**config.mk**
```make
export PLATFORM = sky130hd
export DESIGN_NAME = load_store_unit
export DESIGN_NICKNAME = d
export VERILOG_FILES = /design/src/rtl/load_store_unit_pkg.sv /design/src/rtl/load_store_unit_lane_merge.sv /design/src/rtl/load_store_unit.sv
export SDC_FILE = /design/constraint.sdc
export NUM_CORES = 1
export LEC_CHECK = 0
export CELL_PAD_IN_SITES_DETAIL_PLACEMENT = 1
export CELL_PAD_IN_SITES_GLOBAL_PLACEMENT = 1
export CORE_MARGIN = 5
export CORE_UTILIZATION = 30
export CTS_BUF_LIST = sky130_fd_sc_hd__clkbuf_16
export CTS_CLUSTER_SIZE = 24
export DETAILED_ROUTE_END_ITERATION = 10
export PLACE_DENSITY = 0.76
export SYNTH_ARGS = -nofsm -noshare
export SYNTH_HDL_FRONTEND = slang
export SYNTH_HIERARCHICAL = 1
export SYNTH_SLANG_ARGS = --single-unit
export TNS_END_PERCENT = 5
```
**constraint.sdc**
```tcl
create_clock -name clk -period 1.75 [get_ports clk]
set_clock_uncertainty 0.15 [all_clocks]
set_input_delay 0.2625 -clock clk [delete_from_list [all_inputs] [get_ports clk]]
set_output_delay 0.2625 -clock clk [all_outputs]
set_load 0.03 [all_outputs]
```
**src/rtl/load_store_unit_pkg.sv**
```systemverilog
// Shared definitions for the load/store unit: access size codes, FSM states
// and the alignment rule used to reject accesses before they touch memory.
package load_store_unit_pkg;

  localparam int DATA_W = 32;

  localparam logic [1:0] SZ_BYTE = 2'b00;
  localparam logic [1:0] SZ_HALF = 2'b01;
  localparam logic [1:0] SZ_WORD = 2'b10;

  typedef enum logic {
    IDLE     = 1'b0,
    MERGE_WR = 1'b1
  } lsu_state_t;

  // Size 2'b11 is reserved and always rejected alongside true misalignment.
  function automatic logic is_misaligned(input logic [1:0] size, input logic [1:0] lane);
    return ((size == SZ_HALF) && lane[0]) ||
           ((size == SZ_WORD) && (lane != 2'b00)) ||
           (size == 2'b11);
  endfunction

endpackage

```
**src/rtl/load_store_unit_lane_merge.sv**
```systemverilog
// Byte-lane helper: with extract=0 it inserts right-aligned store data into a
// memory word; with extract=1 it pulls a lane out and sign/zero extends it.
module lane_merge (
  input  logic        extract,
  input  logic        sign_ext,
  input  logic [1:0]  size,
  input  logic [1:0]  lane,
  input  logic [31:0] old_word,
  input  logic [31:0] wdata,
  output logic [31:0] result
);
  import load_store_unit_pkg::*;

  logic [7:0]  byte_sel;
  logic [15:0] half_sel;

  always_comb begin
    case (lane)
      2'd0:    byte_sel = old_word[7:0];
      2'd1:    byte_sel = old_word[15:8];
      2'd2:    byte_sel = old_word[23:16];
      default: byte_sel = old_word[31:24];
    endcase
    half_sel = lane[1] ? old_word[31:16] : old_word[15:0];
  end

  always_comb begin
    result = old_word;
    if (extract) begin
      case (size)
        SZ_BYTE: result = {{24{sign_ext & byte_sel[7]}}, byte_sel};
        SZ_HALF: result = {{16{sign_ext & half_sel[15]}}, half_sel};
        default: result = old_word;
      endcase
    end else begin
      case (size)
        SZ_BYTE: begin
          case (lane)
            2'd0:    result[7:0]   = wdata[7:0];
            2'd1:    result[15:8]  = wdata[7:0];
            2'd2:    result[23:16] = wdata[7:0];
            default: result[31:24] = wdata[7:0];
          endcase
        end
        SZ_HALF: begin
          if (lane[1]) result[31:16] = wdata[15:0];
          else         result[15:0]  = wdata[15:0];
        end
        default: result = wdata;
      endcase
    end
  end

endmodule

```
**src/rtl/load_store_unit.sv**
```systemverilog
// Byte/half/word load-store front end for a word-addressed memory without byte
// enables; sub-word stores are done as a two-cycle read-modify-write.
module load_store_unit #(
  parameter int ADDR_W = 10,
  parameter int DATA_W = 32
) (
  input  logic              clk,
  input  logic              rstN,
  input  logic              req,
  input  logic              we,
  input  logic [1:0]        size,
  input  logic              signExt,
  input  logic [ADDR_W+1:0] byteAddr,
  input  logic [DATA_W-1:0] wdata,
  output logic              ready,
  output logic              done,
  output logic              err,
  output logic [DATA_W-1:0] rdata,
  output logic              memWE,
  output logic [ADDR_W-1:0] memAddr,
  output logic [DATA_W-1:0] memDataIn,
  input  logic [DATA_W-1:0] memDataOut,
  output logic              state_dbg
);
  import load_store_unit_pkg::*;

  // Handshake: a request is taken on a posedge where req=1 and ready=1; each
  // taken request produces exactly one done pulse, with err valid alongside it.

  lsu_state_t        state;
  logic [ADDR_W-1:0] addr_q;
  logic [DATA_W-1:0] merged_q;

  logic [1:0]        lane;
  logic              misaligned;
  logic              word_store;
  logic [31:0]       lane_result;

  assign lane       = byteAddr[1:0];
  assign misaligned = is_misaligned(size, lane);
  assign word_store = (state == IDLE) && req && we && !misaligned && (size == SZ_WORD);
  assign ready      = (state == IDLE);
  assign state_dbg  = state;

  // One helper serves both directions: loads extract, stores merge.
  lane_merge u_lane_merge (
    .extract  (~we),
    .sign_ext (signExt),
    .size     (size),
    .lane     (lane),
    .old_word (memDataOut),
    .wdata    (wdata),
    .result   (lane_result)
  );

  always_comb begin
    memWE     = 1'b0;
    memAddr   = byteAddr[ADDR_W+1:2];
    memDataIn = '0;
    if (state == MERGE_WR) begin
      memWE     = 1'b1;
      memAddr   = addr_q;
      memDataIn = merged_q;
    end else if (word_store) begin
      memWE     = 1'b1;
      memDataIn = wdata;
    end
    // A reset landing mid-write must not let the pending write reach memory.
    if (!rstN) memWE = 1'b0;
  end

  always_ff @(posedge clk or negedge rstN) begin
    if (!rstN) begin
      state    <= IDLE;
      done     <= 1'b0;
      err      <= 1'b0;
      rdata    <= '0;
      addr_q   <= '0;
      merged_q <= '0;
    end else begin
      done <= 1'b0;
      err  <= 1'b0;
      case (state)
        IDLE: begin
          if (req) begin
            if (misaligned) begin
              done <= 1'b1;
              err  <= 1'b1;
            end else if (!we) begin
              rdata <= lane_result;
              done  <= 1'b1;
            end else if (size == SZ_WORD) begin
              done <= 1'b1;
            end else begin
              addr_q   <= byteAddr[ADDR_W+1:2];
              merged_q <= lane_result;
              state    <= MERGE_WR;
            end
          end
        end
        MERGE_WR: begin
          state <= IDLE;
          done  <= 1'b1;
        end
        default: state <= IDLE;
      endcase
    end
  end

endmodule

```
==> results of run 1 <==
synth_stat cells, types with 3 or more instances:
cell type,number
clkbuf_8,4
a21oi_1,32
buf_6,6
o32ai_1,8
o22ai_1,6
and3_1,3
a221oi_1,22
a32o_1,6
a211oi_1,6
mux2i_1,23
nor2_1,3
a22oi_1,9
clkbuf_1,21
mux2_2,63
nand2_1,16
inv_1,20
nor3_1,14
buf_2,16
a21bo_2,8
dfrtp_1,77
buf_1,3
o21ai_0,11
nand3_1,17
a22o_1,48
mux2_4,30
worst max-delay path, delay by kind of cell:
family | cells | cell delay (ns)
buf+inv | 4 | 0.76
simple gates | 2 | 0.48
compound gates | 1 | 0.20
cells by family (layout without fill, tap and decap cells):
group           Yosys count  count (layout)  synth area share
buf+inv                  73             299            0.0717
compound gates          169             169             0.245
mux                     117             117             0.262
flops                    77              77             0.357
simple gates             65              65            0.0645
cells in the final DEF (no fill, tap or decap), types with 14 or more instances in the layout:
cell / n
buf_6: 15
a22o_4: 23
clkdlybuf4s50_1: 67
mux2_2: 62
a221oi_2: 18
buf_12: 41
inv_1: 22
nor3_1: 14
a22o_1: 25
nand2_1: 16
dfrtp_1: 77
mux2_4: 31
nand3_1: 17
mux2i_1: 23
buf_4: 93
a21oi_1: 25
dlygate4sd2_1: 40
layout make-up:
type	count	share of cell area
Timing Repair Buffer	262	0.313
Sequential cell	77	0.217
Inverter	21	0.00887
Tap cell	229	0.0322
Clock buffer	9	0.0253
Multi-Input combinational cell	351	0.400
Clock inverter	7	0.00394
stage by stage:
stage | util | cell area [µm²] | instances | setup TNS (ns)
2_1_floorplan | - | 5400 | 501 | -23.72
6_report | 0.498 | 8890 | 956 | -14.49
4_1_cts | 0.483 | 8620 | 959 | -16.82
3_5_place_dp | 0.454 | 8100 | 938 | -81.14
5_1_grt | 0.498 | 8890 | 956 | -18.82
3_3_place_gp | 0.454 | 8100 | 938 | -76.30
routing by layer:
layer | GRT usage | vias to the layer above
li1 | - | 2384
met1 | 0.277 | 2703
met2 | 0.384 | 159
met3 | 0.0403 | 22
met4 | 0.0709 | 0
met5 | 0 | -
timing repair:
item | 4_1_cts | 5_1_grt
hold endpoints to repair | 77 | 0
cloned | 1 | 0
resized for setup | 115 | 60
setup buffers | 3 | 0
setup endpoints to repair | 151 | 101
hold buffers | 1 | 0
pin swaps | 4 | 7
path summary, 6_finish.rpt:
path	startpoint	end	slack, ns	cells after the start
worst max-delay path	size[0]	memDataIn[21]	-0.38	7
worst min-delay path	we	done$_DFF_PN0_	0.33	4
worst max register to register	state_dbg$_DFF_PN0_	rdata[15]$_DFFE_PN0P_	0.05	5
worst min register to register	addr_q[3]$_DFFE_PN0P_	addr_q[3]$_DFFE_PN0P_	0.35	1
max in group asynchronous	rstN	merged_q[30]$_DFFE_PN0P_	0.71	3
min in group asynchronous	rstN	merged_q[8]$_DFFE_PN0P_	0.40	3
state kept, by name, summed over array words and instances (netlist names):
name,flops
merged_q,32
rdata,32
done,1
addr_q,10
err,1
state_dbg,1
where the power goes:
group	total (mW)	internal [mW]	leakage, nW	switching (mW)
Clock	1.70	0.940	0.137	0.763
Combinational	2.97	1.45	3.00	1.52
Sequential	2.54	2.25	0.928	0.292
Total	7.21	4.64	4.06	2.57
==> impl_metrics.py, run 1 <==
metrics = {
    "status": {
        "status": "finished with violations",
        "failed_checks": "negative setup slack",
    },
    "critical_path": {
        "start_kind": "input pin",
        "crit_chain": "dlygate4sd2_1 -> buf_4 -> nor3_4 -> and3_4 -> buf_12 -> a22o_1 -> buf_12",
        "crit_path_frequent_cell": "buf_12",
        "cp_max_fo": 14,
        "end_kind": "output pin",
        "crit_type": "input pin to output pin",
        "worstPathRequired_ns": 1.34,
        "crit_arrival_ns": 1.72,
        "max_stage_delay_ns": 0.28,
        "slowest_stage": "dlygate4sd2_1",
    },
    "yosys": {
        "synth_top_area_share": 0.357,
        "synth_cells": 501,
        "yosys_warnings": 6,
        "ys_seq_elements": 77,
        "yosysTopAreaCell": "dfrtp_1",
        "synth-main-ff-cell": "dfrtp_1",
        "avgSynthCellArea_um2": 10.8,
        "synthDistinctLibCells": 47,
        "yosys-top-cells-area": "dfrtp_1 (36%), mux2_2 (13%), mux2_4 (8.4%)",
        "synth_async_sr_flop_share": 1.00,
        "yosysSeqAreaShare": 0.357,
        "synth_edf_count": 0,
        "synth.cell_area_um2": 5390,
        "synth_nets": 584,
    },
    "route": {
        "vias_per_cell": 5.51,
        "route.met3.wl_um": 1210,
        "wire_per_inst_um": 24.4,
        "vias": 5268,
        "wl_met1_um": 9820,
        "ant_nets": 0,
        "drt-total-wl_um": 23300,
        "drc": 0,
        "highest_layer": "met4",
        "drt_pass1_iterations": 4,
        "route.met2.wl_um": 11900,
        "first_iter_violations": 242,
    },
    "pwr": {
        "p_leak_nw": 4.06,
        "powerDensity_nw_per_um2": 812,
        "peakVddDrop_uv": 461,
        "p_total_mw": 7.21,
    },
    "clocking": {
        "clk_pin_slew_ns": 0.06,
        "ctsLongestPathBuffers": 2,
        "clkSinkCount": 77,
        "ctsHtreeMaxLevel": 3,
        "root_buffer": "clkbuf_16",
        "cts_tree": "yes",
        "cts_buffers": 9,
        "clock_latency_ns": 0.34,
    },
    "global_route": {
        "grt_pass1_vias": 5750,
        "antenna_found_initial": 0,
        "gr-total-overflow": 0,
        "grt_start_max_net_pins": 78,
        "grt_usage": 0.221,
        "grt_pass1_wl_um": 34800,
    },
    "final_layout": {
        "diodes": 0,
        "drive_above_1_share": 0.470,
        "seqCellArea_um2": 1930,
        "nets": 805,
        "nFillCells": 1887,
        "area_delta_synth_final_pct": 64.7,
        "multiInputGateArea_um2": 3560,
    },
    "timing": {
        "finalHoldViolCount": 0,
        "clock.fmax_ghz": 0.469,
        "slew_headroom": 0.691,
        "period_share": 1.22,
        "finalMaxSlewViolations": 0,
        "rsz0062_at_grt": "yes",
        "fin_hold_ws_ns": 0.327,
        "period_needed_ns": 2.13,
        "worstMarginPinSlew_ns": 0.457,
        "setup_viol": 89,
        "setup_ws_ns": -0.384,
    },
    "placed_design": {
        "dp.final_hpwl_um": 17900,
        "port_buffers": 161,
        "routabilityCongestion": 0.991,
        "place_ws_ns": -0.945,
    },
    "die": {
        "dieWidth_um": 144,
        "core_area_um2": 17800,
        "io_pins": 162,
        "start_util": 0.302,
        "fp.dieH_um": 144,
        "row_count": 49,
        "die-area_um2": 20800,
    },
    "flow_run": {
        "maxCapViolCount": 0,
    },
    "min_path": {
        "hold_path_class": "input pin to flip-flop",
    },
}
(Power assumes the default switching activity.)
==> run 2: changes to the inputs <==
--- a/config.mk
+++ b/config.mk
@@ -13,6 +13,7 @@
 export CTS_CLUSTER_SIZE = 24
 export DETAILED_ROUTE_END_ITERATION = 10
 export PLACE_DENSITY = 0.76
+export SLEW_MARGIN = 20
 export SYNTH_ARGS = -nofsm -noshare
 export SYNTH_HDL_FRONTEND = slang
 export SYNTH_HIERARCHICAL = 1
==> results of run 2 <==
Final layout, timing and power as in run 1 (identical DEF).
